## config.mk

```make
export PLATFORM = sky130hd
export DESIGN_NAME = muldiv_seq
export DESIGN_NICKNAME = d
export VERILOG_FILES = /design/src/rtl/muldiv_seq.sv
export SDC_FILE = /design/constraint.sdc
export NUM_CORES = 1
export LEC_CHECK = 0
export CAP_MARGIN = 20
export CORE_ASPECT_RATIO = 0.5
export CORE_UTILIZATION = 45
export CTS_CLUSTER_SIZE = 40
export DETAILED_ROUTE_END_ITERATION = 10
export DONT_BUFFER_PORTS = 1
export PLACE_DENSITY_LB_ADDON = 0.05
export SLEW_MARGIN = 20
export SYNTH_ARGS = -nofsm -noshare
export SYNTH_HDL_FRONTEND = slang
export SYNTH_SLANG_ARGS = --single-unit
export TNS_END_PERCENT = 20
```

## constraint.sdc

```tcl
create_clock -name clk -period 3.4 [get_ports clk]
set_clock_uncertainty 0.15 [all_clocks]
set_input_delay 0.34 -clock clk [delete_from_list [all_inputs] [get_ports clk]]
set_output_delay 0.34 -clock clk [all_outputs]
set_load 0.05 [all_outputs]
```

## src/rtl/muldiv_seq.sv

```systemverilog
// Multi-cycle RV32M execution unit: iterative shift-add multiplier and restoring divider
// sharing one 2*XLEN accumulator, behind a valid/ready request/response handshake.
module muldiv_seq #(
    parameter int XLEN         = 32,
    parameter bit FAST_SPECIAL = 1'b1
) (
    input  logic            clk,
    input  logic            rst,
    input  logic            req_valid,
    output logic            req_ready,
    input  logic [2:0]      req_funct3,
    input  logic [XLEN-1:0] req_rs1,
    input  logic [XLEN-1:0] req_rs2,
    input  logic [4:0]      req_rd,
    input  logic            flush,
    output logic            resp_valid,
    input  logic            resp_ready,
    output logic [XLEN-1:0] resp_data,
    output logic [4:0]      resp_rd
);

    localparam int CW = $clog2(XLEN);

    typedef enum logic [1:0] {
        S_IDLE,
        S_CALC,
        S_DONE
    } state_t;

    typedef enum logic [2:0] {
        F_MUL    = 3'd0,
        F_MULH   = 3'd1,
        F_MULHSU = 3'd2,
        F_MULHU  = 3'd3,
        F_DIV    = 3'd4,
        F_DIVU   = 3'd5,
        F_REM    = 3'd6,
        F_REMU   = 3'd7
    } funct3_t;

    state_t              state;
    logic [CW-1:0]       cnt;
    funct3_t             op;
    logic [4:0]          rd_q;
    logic                neg_q;
    logic                neg_r;
    logic                special;
    logic [XLEN-1:0]     spec_val;
    logic [XLEN-1:0]     mcand;
    logic [2*XLEN-1:0]   acc;

    // ---------------- request decode (used only on the accept edge) ----------------
    funct3_t         req_op;
    logic            req_is_div;
    logic            a_signed;
    logic            b_signed;
    logic            a_neg;
    logic            b_neg;
    logic [XLEN-1:0] a_mag;
    logic [XLEN-1:0] b_mag;
    logic            div_zero;
    logic            div_ovf;
    logic [XLEN-1:0] spec_val_c;

    always_comb begin
        req_op     = funct3_t'(req_funct3);
        req_is_div = req_funct3[2];
        a_signed   = (req_op == F_MULH) || (req_op == F_MULHSU) ||
                     (req_op == F_DIV)  || (req_op == F_REM);
        b_signed   = (req_op == F_MULH) || (req_op == F_DIV) || (req_op == F_REM);
        a_neg      = a_signed && req_rs1[XLEN-1];
        b_neg      = b_signed && req_rs2[XLEN-1];
        a_mag      = a_neg ? -req_rs1 : req_rs1;
        b_mag      = b_neg ? -req_rs2 : req_rs2;
        div_zero   = req_is_div && (req_rs2 == '0);
        div_ovf    = ((req_op == F_DIV) || (req_op == F_REM)) &&
                     (req_rs1 == {1'b1, {(XLEN-1){1'b0}}}) && (req_rs2 == '1);
        // funct3[1] distinguishes REM/REMU from DIV/DIVU
        if (div_zero)
            spec_val_c = req_funct3[1] ? req_rs1 : '1;
        else
            spec_val_c = req_funct3[1] ? '0 : req_rs1;
    end

    // ---------------- one iteration of each algorithm ----------------
    logic [XLEN:0]     mul_sum;
    logic [2*XLEN-1:0] mul_next;
    logic              div_ok;
    logic [XLEN-1:0]   div_diff;
    logic [2*XLEN-1:0] div_next;

    always_comb begin
        // Multiply: low half of acc holds the multiplier, shifted out LSB first;
        // high half accumulates partial products and shifts down into the low half.
        mul_sum  = {1'b0, acc[2*XLEN-1:XLEN]} + (acc[0] ? {1'b0, mcand} : '0);
        mul_next = {mul_sum, acc[XLEN-1:1]};

        // Divide: high half is the partial remainder, low half shifts dividend out
        // and quotient bits in. The subtraction only needs XLEN bits when it succeeds.
        div_ok   = acc[2*XLEN-1:XLEN-1] >= {1'b0, mcand};
        div_diff = acc[2*XLEN-2:XLEN-1] - mcand;
        div_next = {div_ok ? div_diff : acc[2*XLEN-2:XLEN-1], acc[XLEN-2:0], div_ok};
    end

    // ---------------- final sign fix-up and result select ----------------
    logic [2*XLEN-1:0] prod_fix;
    logic [XLEN-1:0]   quot_fix;
    logic [XLEN-1:0]   rem_fix;
    logic [XLEN-1:0]   result;

    always_comb begin
        prod_fix = neg_q ? -acc : acc;
        quot_fix = neg_q ? -acc[XLEN-1:0] : acc[XLEN-1:0];
        rem_fix  = neg_r ? -acc[2*XLEN-1:XLEN] : acc[2*XLEN-1:XLEN];
        result   = '0;
        if (special) begin
            result = spec_val;
        end else begin
            unique case (op)
                F_MUL:                      result = prod_fix[XLEN-1:0];
                F_MULH, F_MULHSU, F_MULHU:  result = prod_fix[2*XLEN-1:XLEN];
                F_DIV, F_DIVU:              result = quot_fix;
                F_REM, F_REMU:              result = rem_fix;
                default:                    result = '0;
            endcase
        end
    end

    // ---------------- control FSM and datapath registers ----------------
    // NOTE: every register here uses non-blocking assignment so that all state
    // updates see the pre-edge values of acc/cnt/state regardless of statement order.
    always_ff @(posedge clk) begin
        if (rst) begin
            // NOTE: the datapath registers are plain flops, not a memory array, so
            // clearing them in reset costs nothing and keeps outputs deterministic.
            state      <= S_IDLE;
            req_ready  <= 1'b1;
            resp_valid <= 1'b0;
            resp_data  <= '0;
            resp_rd    <= '0;
            cnt        <= '0;
            op         <= F_MUL;
            rd_q       <= '0;
            neg_q      <= 1'b0;
            neg_r      <= 1'b0;
            special    <= 1'b0;
            spec_val   <= '0;
            mcand      <= '0;
            acc        <= '0;
        end else begin
            unique case (state)
                S_IDLE: begin
                    // flush has no meaning here: nothing is in flight yet
                    if (req_valid && req_ready) begin
                        op        <= req_op;
                        rd_q      <= req_rd;
                        neg_q     <= a_neg ^ b_neg;
                        neg_r     <= a_neg;
                        special   <= div_zero || div_ovf;
                        spec_val  <= spec_val_c;
                        mcand     <= b_mag;
                        acc       <= {{XLEN{1'b0}}, a_mag};
                        cnt       <= '0;
                        req_ready <= 1'b0;
                        state     <= (FAST_SPECIAL && (div_zero || div_ovf)) ? S_DONE : S_CALC;
                    end
                end

                S_CALC: begin
                    if (flush) begin
                        state     <= S_IDLE;
                        req_ready <= 1'b1;
                    end else begin
                        acc <= op[2] ? div_next : mul_next;
                        cnt <= cnt + 1'b1;
                        if (cnt == CW'(XLEN-1))
                            state <= S_DONE;
                    end
                end

                S_DONE: begin
                    if (flush || (resp_valid && resp_ready)) begin
                        resp_valid <= 1'b0;
                        req_ready  <= 1'b1;
                        state      <= S_IDLE;
                    end else if (!resp_valid) begin
                        resp_valid <= 1'b1;
                        resp_data  <= result;
                        resp_rd    <= rd_q;
                    end
                end

                default: begin
                    state     <= S_IDLE;
                    req_ready <= 1'b1;
                end
            endcase
        end
    end

endmodule
```

==> impl_metrics.tcl, run 1 <==
set metrics [dict create \
    synthTopCellsByArea "dfxtp_1 24%, a21oi_1 7.5%, o21ai_0 6.6%, nor2_1 5.9%, ha_1 5.7%" \
    clk_latency_ps 490 \
    clock.fmax_mhz 293 \
    syn_area_per_cell_um2 7.18 \
    drc 0 \
    gpl.final_weighted_congestion 1.01 \
    grt_max_degree 117 \
    status "finished with violations" \
    dieWidth_um 265 \
    timing.final.ws_setup_ps -18.0 \
    dpl.hpwl_mm 47.1 \
    crit_required_ps 3600 \
    seqPwrFrac_pct 34.1 \
    layout.nets 2542 \
    numPortBuffers 0 \
    worstSetupStartpointType "register" \
    async_flop_share_pct 0 \
    syn_nets 2326 \
    max_slew_margin_pct 34.0 \
    hold_class "in -> reg" \
    routedWlPerCell_um 22.4 \
    path_class "reg -> reg" \
    cp_slowest_stage_delay_ps 560 \
    path_cells "or4_4 > or4_4 > o21a_1 > or4_4 > or3_4 > nand2_2 > o22ai_1 > a221oi_2 > buf_4 > nor3_1" \
    yosys_warnings 0 \
    antenna_found_initial 1 \
    finalMaxSlewViolations 0 \
    ys_seq_area_share_pct 23.7 \
    io_pins 116 \
    p_per_area_nw_per_um2 363 \
    grt_overflow 0 \
    grt_pass1_vias 16300 \
    power_leakage_nw 7.81 \
    clk_pin_slew_worst_paths_ps 100 \
    cts_buffer_depth 2 \
    yosysTopAreaCell "dfxtp_1" \
    cts_tree "yes" \
    swShare_pct 38.1 \
    syn_inst 2176 \
    yosys.area.top_type_share_pct 23.7 \
    p_switching_mw 2.71 \
    drive_above_1_share_pct 17.6 \
    violations "negative setup slack" \
    area_delta_synth_final_pct 25.7 \
    pwr-share-comb_pct 34.2 \
    p_int_mw 4.41 \
    cts_root_buffer "clkbuf_16" \
    num_antenna_cells 0 \
    synth-edff-count 0 \
    die_area_um2 35500 \
    rsz0062_at_grt "yes" \
    worstRegToRegCells 10 \
    path_max_fanout 3 \
    netlist_area_um2 15600 \
    arrival_ps 3610 \
    slowest_stage "or4_4" \
    final_antenna_net_count 0 \
    synth_cell_types 86 \
    clock-sinks 185 \
    grt_pass1_wl_mm 97.7 \
    synth_flop_cell "dfxtp_1" \
    core_um2 33600 \
    placedCellCount 2736 \
    gr-usage-all-layers_pct 35.9 \
    fin_setup_tns_ps -18.0 \
    clockPowerShare_pct 31.7 \
    finalCritPeriodShare_pct 101 \
    firstDrtPassIters 6 \
    final_cells 2870 \
    ys_ff_latch 185 \
    die_y_um 134 \
    routed_wl_mm 64.4 \
    cp-end-kind "register" \
    cpMostUsedCell "or4_4" \
    vias_per_cell 6.07 \
    start_util_pct 46.5 \
    mostFrequentLayoutCells "267 x buf_4, 238 x nor2_1, 223 x a21oi_1, 199 x nand2_1, 196 x o21ai_0" \
    finalSetupViolCount 1 \
    vias 17400 \
    row_count 47 \
    drv_cap 0 \
    layout_min_cycle_time_ps 3420 \
    hold_depth 2 \
    drt_iter0_drc 1681 \
    hold_violations 0 \
    layout_commonest_cell "buf_4" \
    peakVddDrop_uv 349 \
    tightest_slew_ps 981 \
    cts_made_buffers 17 \
    htreeDepth 4 \
]
## area by class of cell
cell class / count / area (um2)
fillers: 3267 / 13900
multi-input cells: 1755 / 11400
flip-flops and latches: 185 / 3720
repair buffers: 362 / 3050
well taps: 465 / 582
clock buffers: 17 / 425
inverters: 71 / 272
clock inverters: 15 / 214
## worst max-delay path, delay by kind of cell (launching register included)
kind / cells / cell delay, ps
compound gates: 3 / 650
buf+inv: 1 / 170
simple gates: 6 / 1990
flops: 1 / 330
## synth_stat cells (all sizes together) (9+ instances only)
cell type / instances
a21oi: 233
a211oi: 98
and2: 9
and3: 17
o41ai: 14
nor4: 18
a21o: 24
xor2: 81
nor2: 244
inv: 69
or3: 22
nand2: 200
xnor2: 84
nor3: 56
o21bai: 9
o21a: 9
a311oi: 17
ha: 71
or4: 15
a31oi: 12
o211ai: 20
nand3: 31
o221ai: 13
dfxtp: 185
nand4: 22
a221o: 10
o21ai: 207
mux2i: 40
nor2b: 20
o31ai: 24
a22o: 15
a221oi: 18
nand2b: 23
buf: 25
clkbuf: 139
## routing by layer
layer | GRT usage [%] | routed length (um)
met5 | 0 | 0
met3 | 6.88 | 5570
met1 | 49.9 | 29000
met4 | 12.1 | 2140
met2 | 55.4 | 27600
## power by group through the flow
stage | clock [mW] | combinational, mW | sequential (mW)
2_1_floorplan | 0 | 1.43 | 2.43
3_3_place_gp | 0 | 2.19 | 2.47
3_5_place_dp | 0 | 2.18 | 2.47
4_1_cts | 2.27 | 2.33 | 2.42
5_1_grt | 2.35 | 2.63 | 2.44
6_report | 2.26 | 2.44 | 2.43
## state kept, by name, summed over array words and instances, names as in the netlist
register    count
rd_q            5
special         1
state           2
resp_valid      1
req_ready       1
neg_q           1
spec_val       32
resp_data      32
acc            64
resp_rd         5
neg_r           1
mcand          32
cnt             5
op              3
## through the flow
stage	hold slack (ps)	util (%)	setup WS (ps)	power [mW]	instance area (um2)
after global routing	20.8	58.5	-70.2	7.43	19600
after detailed placement	264	52.4	-342	4.65	17600
final	7.14	58.5	-18.0	7.12	19600
after global placement	267	52.4	-266	4.65	17600
after CTS	2.02	57.4	0.154	7.02	19300
after floorplan	282	-	-9.31	3.86	15600
## cell families after synthesis
family / synth area share [%]
AO/OA/AOI/OAI: 30.9
AND/OR/NAND/NOR: 21.5
buffers and inverters: 6.18
flip-flops: 23.7
XOR/XNOR: 9.25
adder cells (fa/ha/maj): 5.94
multiplexers: 2.56
## path summary, 6_finish.rpt
kind,from,endpoint,slack [ps]
min reg2reg,mcand[19],mcand[19],320
max reg2reg,acc[25],resp_data[21],-20
min,req_rs2[11],mcand[11],7
max,acc[25],resp_data[21],-20
## what timing repair did
action / in CTS / in global routing
pin swaps: 8 / 30
setup endpoints to repair: 25 / 62
buffers inserted: 9 / 8
gates resized for setup: 22 / 87
hold endpoints to repair: 154 / 0
hold buffers: 86 / 0
Power figures use the tool's default switching activity.
==> inputs of run 2 (changes only) <==
--- a/config.mk
+++ b/config.mk
@@ -11,6 +11,7 @@
 export CTS_CLUSTER_SIZE = 40
 export DETAILED_ROUTE_END_ITERATION = 10
 export DONT_BUFFER_PORTS = 1
+export GPL_ROUTABILITY_DRIVEN = 0
 export PLACE_DENSITY_LB_ADDON = 0.05
 export SLEW_MARGIN = 20
 export SYNTH_ARGS = -nofsm -noshare
==> run 2 against run 1 <==
Against the previous run: the run now ends clean; critical path type unchanged; combinational power is 2% higher; sequential power barely moved; via count is 0.83% higher; register-to-register slack better by 20 ps; highest routed layer unchanged; count of clock-buffer cells in the layout up 1; global-route usage fell by 1.0 points; die area is the same; maximum frequency rose by 0.64%; largest cell class unchanged; setup slack better by 22 ps.
==> impl_metrics.tcl, run 2 (synthesis gave the netlist of run 1 again) <==
set metrics [dict create \
    status "finished clean" \
    clk_pin_slew_worst_paths_ps 90 \
    max_slew_margin_pct 35.4 \
    routedWlPerCell_um 21.8 \
    tightest_slew_ps 960 \
    final_antenna_net_count 0 \
    cp-end-kind "register" \
    drc 0 \
    largest_register_ffs 64 \
    drive_above_1_share_pct 15.2 \
    path_cells "or4_4 > nor4_4 > buf_4 > nand4b_4 > buf_6 > buf_12 > nand2_2 > o2bb2ai_1 > a21oi_1 > a221o_1 > a21oi_1 > dlygate4sd3_1" \
    slowest_stage "or4_4" \
    cpMostUsedCell "a21oi_1" \
    p_int_mw 4.48 \
    drt_iter0_drc 1704 \
    cts_buffer_depth 2 \
    nFillCells 3309 \
    die_y_um 134 \
    path_max_fanout 4 \
    gr-usage-all-layers_pct 34.9 \
    grt_max_degree 124 \
    p_switching_mw 2.66 \
    timing.final.ws_setup_ps 3.80 \
    drv_cap 0 \
    numPortBuffers 0 \
    dpl.hpwl_mm 46.1 \
    whs_ps 109 \
    clock.fmax_mhz 294 \
    swShare_pct 37.3 \
    total_power_mw 7.14 \
    path_buf_inv 4 \
    mostFrequentLayoutCells "240 x nor2_1, 235 x buf_4, 229 x a21oi_1, 196 x nand2_1, 195 x o21ai_0" \
    vias 17600 \
    cts_root_buffer "clkbuf_16" \
    cp_slowest_stage_delay_ps 560 \
    start_util_pct 46.5 \
    regArea_um2 3710 \
    finalCritPeriodShare_pct 99.9 \
    area_delta_synth_final_pct 26.0 \
    antenna_found_initial 0 \
    worstSetupStartpointType "register" \
    seqPwrFrac_pct 34.0 \
    grt_pass1_vias 16000 \
    clockPowerShare_pct 30.9 \
    hold_violations 0 \
    placedCellCount 2715 \
    row_count 47 \
    multi_input_area_um2 11300 \
    die_area_um2 35500 \
    path_class "reg -> reg" \
    num_antenna_cells 0 \
    layout_commonest_cell "nor2_1" \
    vias_per_cell 6.11 \
    layout.nets 2549 \
    peakVddDrop_uv 276 \
    dieWidth_um 265 \
    fin_setup_tns_ps 0 \
    p_per_area_nw_per_um2 362 \
    io_pins 116 \
    rsz0062_at_grt "yes" \
    critPathTopFamily "simple AND/OR/NAND/NOR gates" \
    clock-sinks 185 \
    cts_made_buffers 17 \
    layout_min_cycle_time_ps 3400 \
    routed_wl_mm 62.8 \
    finalMaxSlewViolations 0 \
    regMostFlops "acc" \
    final_cells 2877 \
    finalSetupViolCount 0 \
    arrival_ps 3660 \
    grt_overflow 0 \
    hold_class "in -> reg" \
    grt_pass1_wl_mm 95.2 \
    pwr-share-comb_pct 35.1 \
    core_um2 33600 \
    power_leakage_nw 7.95 \
    crit_required_ps 3660 \
    htreeDepth 4 \
    dp_slack_ps -231 \
    clk_latency_ps 480 \
    firstDrtPassIters 5 \
    cts_tree "yes" \
]
-- run 2: changes by cell type in the layout (fill, tap and decap cells not counted), moves of 5 or more --
cell | previous run | this run
a21oi_1 | 223 | 229
a21oi_2 | 10 | 2
buf_4 | 267 | 235
dlygate4sd3_1 | 85 | 122
ha_1 | 58 | 64
inv_1 | 61 | 66
inv_6 | 0 | 5
-- run 2: power groups by stage --
| stage | sequential, mW | clock [mW] | combinational [mW] |
|---|---|---|---|
| after floorplan | 2.43 | 0 | 1.43 |
| after global placement | 2.47 | 0 | 2.17 |
| after detailed placement | 2.47 | 0 | 2.17 |
| after CTS | 2.42 | 2.23 | 2.37 |
| after global routing | 2.44 | 2.32 | 2.69 |
| final | 2.43 | 2.21 | 2.50 |
-- run 2: what timing repair did --
item | CTS | global route
endpoints found under the hold margin | 154 | 1
hold buffers | 123 | 1
buffers inserted | 0 | 8
gates resized for setup | 12 | 73
cloned | 0 | 0
pin swaps | 2 | 23
setup endpoints to repair | 28 | 84
-- run 2: layout make-up --
| class | count | area share, % |
|---|---|---|
| clock buffer | 18 | 2.18 |
| inverter | 71 | 1.37 |
| clock inverter | 14 | 0.985 |
| sequential | 185 | 18.9 |
| tap | 465 | 2.96 |
| timing repair buffer | 369 | 16.3 |
| multi-input combinational | 1755 | 57.4 |
-- run 2: through the flow --
step | instance area, um2 | util [%]
detailed placement | 17400 | 51.9
global placement | 17400 | 51.9
global route | 19700 | 58.6
CTS | 19300 | 57.6
finish | 19700 | 58.6
floorplan | 15600 | -
-- run 2: path summary, 6_finish.rpt --
kind,from,to,slack (ps),depth (start not counted)
max,acc[9],resp_data[1],4,12
max reg2reg,acc[9],resp_data[1],4,12
min reg2reg,acc[43],acc[43],410,2
min,rst,resp_data[13],110,2
-- run 2: metal layers --
layer	wire [um]	up-vias	track usage (%)
li1	-	8387	-
met1	28100	8334	48.8
met2	26900	712	52.5
met3	5240	146	6.23
met4	2590	0	14.8
met5	0	-	0
==> RTL change: new RTL, settings of run 1 <==
The parameter `FAST_SPECIAL` goes from 1'b1 to 1'b0.
--- a/src/rtl/muldiv_seq.sv
+++ b/src/rtl/muldiv_seq.sv
@@ -2,7 +2,7 @@
 // sharing one 2*XLEN accumulator, behind a valid/ready request/response handshake.
 module muldiv_seq #(
     parameter int XLEN         = 32,
-    parameter bit FAST_SPECIAL = 1'b1
+    parameter bit FAST_SPECIAL = 1'b0
 ) (
     input  logic            clk,
     input  logic            rst,
Formal check against the unedited RTL: not equivalent (a bounded check fails within 4 cycles, from zero or initial values and one cycle with rst high).
==> RTL change against run 1 <==
The run ends with negative hold slack left; wire length increased by 0.63%; total power down 0.84%; synthesized area grew 0.47%; final cell count shrank 4.5%; cell area down 6.8%; setup slack improved by 130 ps; sequential cell count unchanged; utilization shrank 4.2 points; critical endpoint is now resp_data[28]; highest routed layer unchanged.
==> RTL change: results (changes against run 1) <==
[global_routing] pin count of the biggest net entering global routing 153 [was 117]
[global_routing] GR peak layer met1 [was met2]
[status] outcome complete, but fails checks [unchanged]
[global_routing] vias in the first global route 15628 [was 16338]
[place] placer congestion estimate 1.04 [was 1.01]
[synthesis] count of unique library cells instantiated by Yosys 78 [was 86]
[timing] final hold slack -1.10 ps [was 7.14 ps]
[worst_setup_path] Crit Reg-Reg Startpoint acc[1] [was acc[25]]
[timing] final setup margin 110 ps [was -18.0 ps]
[global_routing] met3 layer usage reported by global route 0.0721 [was 0.0688]
[cells_and_area] number of nets in the final layout 2414 [was 2542]
[cells_and_area] fill cell total of the finished layout 3299 [was 3267]
[timing] final hold viol count 1 [was 0]
[synthesis] share of synthesized area occupied by flip-flops and latches 0.236 [was 0.237]
[status] violations in the final reports negative hold slack [was negative setup slack]
[place] pre-CTS WS 30.0 ps [was -342 ps]
[synthesis] most frequent cells after synthesis sky130_fd_sc_hd__a21oi_1, sky130_fd_sc_hd__nand2_1, sky130_fd_sc_hd__nor2_1 [was sky130_fd_sc_hd__nor2_1, sky130_fd_sc_hd__a21oi_1, sky130_fd_sc_hd__o21ai_0]
[worst_setup_path] worst-path fanout max 6 [was 3]
[power] P_leak 7.11 nW [was 7.81 nW]
[clock_tree] htree depth 4 [unchanged]
[global_routing] number of antenna violations at the first check in global routing 0 [was 1]
[synthesis] largest cells by area after synthesis sky130_fd_sc_hd__dfxtp_1, sky130_fd_sc_hd__a21oi_1, sky130_fd_sc_hd__xnor2_1 [was sky130_fd_sc_hd__dfxtp_1, sky130_fd_sc_hd__a21oi_1, sky130_fd_sc_hd__o21ai_0]
[drt] DRC violation total after the first TritonRoute iteration 2176 [was 1681]
[global_routing] global routing met1 resource utilization 0.520 [was 0.499]
[drt] via-per-instance ratio 6.32 [was 6.07]
[global_routing] GRT Resource Usage Total 0.358 [was 0.359]
[cells_and_area] register name with the most flops acc [unchanged]
[worst_setup_path] arrival time at the worst endpoint 3480 ps [was 3610 ps]
[worst_setup_path] critical-path cell with the highest stage delay sky130_fd_sc_hd__or4b_1 [was sky130_fd_sc_hd__or4_4]
[timing] remaining max-slew budget at the tightest pin 0.442 [was 0.340]
[drt] DRT Wirelength 64800 um [was 64400 um]
[synthesis] net count after synthesis 2338 [was 2326]
[global_routing] first-pass GRT wire length 97400 um [was 97700 um]
[worst_setup_path] end of the critical path resp_data[28] [was resp_data[21]]
[timing] final count of negative-setup-slack endpoints 0 [was 1]
[place] final HPWL from detailed placement 47300 um [was 47100 um]
[cells_and_area] share of post-route cells with drive strength above 1 0.101 [was 0.176]
[worst_setup_path] FF-to-FF path depth 11 [was 10]
[power] Peak VDD IR 0.412 mV [was 0.349 mV]
## RTL change: changes by cell type in the layout (fill, tap and decap cells not counted), sizes merged, moves of 16 or more
cell,run 1,this run
o21ai,207,190
nand2,200,234
or3,22,41
a211oi,98,81
dlygate4sd3,85,68
buf,277,150
o211ai,20,36
xnor2,84,102
nor2,244,191
## RTL change: cells by family after synthesis
kind of cell,synth area share
compound gates,0.307
simple gates,0.211
buf+inv,0.0553
flops,0.236
xor+xnor,0.102
fa+ha+maj,0.0592
mux,0.0296
## RTL change: layer usage
layer  part of all wire  up-vias
met3              0.097      114
met4              0.038        0
met1               0.46     8179
li1                   -     8150
met5                  0        -
met2               0.41      878
## RTL change: power breakdown
part | total [W] | switching (W) | internal (W)
combinational | 0.00250 | 0.00154 | 0.000958
sequential | 0.00244 | 0.000130 | 0.00231
clock | 0.00213 | 0.00113 | 0.00100
total | 0.00706 | 0.00280 | 0.00427
## RTL change: how the worst min path moves through the flow
stage / start / end / slack [ps] / depth (start not counted)
floorplan: mcand[18] / mcand[18] / 280 / 2
detailed placement: rst / mcand[26] / 270 / 1
CTS: resp_ready / resp_valid / 1 / 3
global route: req_rs2[18] / mcand[18] / 20 / 3
finish: req_rs2[16] / mcand[16] / -1 / 2
global placement: rst / op[2] / 260 / 1
## RTL change: layout make-up
class / count / area share
sequential: 185 / 0.203
inverter: 67 / 0.0139
clock inverter: 14 / 0.00957
multi-input combinational: 1774 / 0.615
tap: 465 / 0.0318
clock buffer: 18 / 0.0234
timing repair buffer: 219 / 0.104
## RTL change: critical path: cells and delay by family, from the launching register on
kind,cells,cell delay (ps)
AO/OA/AOI/OAI,4,990
adder cells (fa/ha/maj),1,270
flip-flops,1,320
AND/OR/NAND/NOR,3,990
buffers and inverters,2,350
XOR/XNOR,1,90
## RTL change: per-stage QoR
stage                     TNS (ps)  cell area (sq um)  total power [W]  hold slack, ps  cells
final                            0              18300          0.00706           -1.10   2742
after floorplan                  0              15700          0.00403             282   2188
after CTS                        0              18200          0.00698            1.19   2739
after global routing             0              18300          0.00737            15.5   2742
after global placement       -1.20              16800          0.00475             264   2638
after detailed placement         0              16800          0.00475             274   2638
## RTL change: what timing repair did
action	in CTS	in global routing
hold buffers	69	0
buffers inserted	0	2
gates resized for setup	2	29
endpoints found under the setup margin	2	22
pin swaps	0	5
gates cloned	0	1
endpoints found under the hold margin	151	0
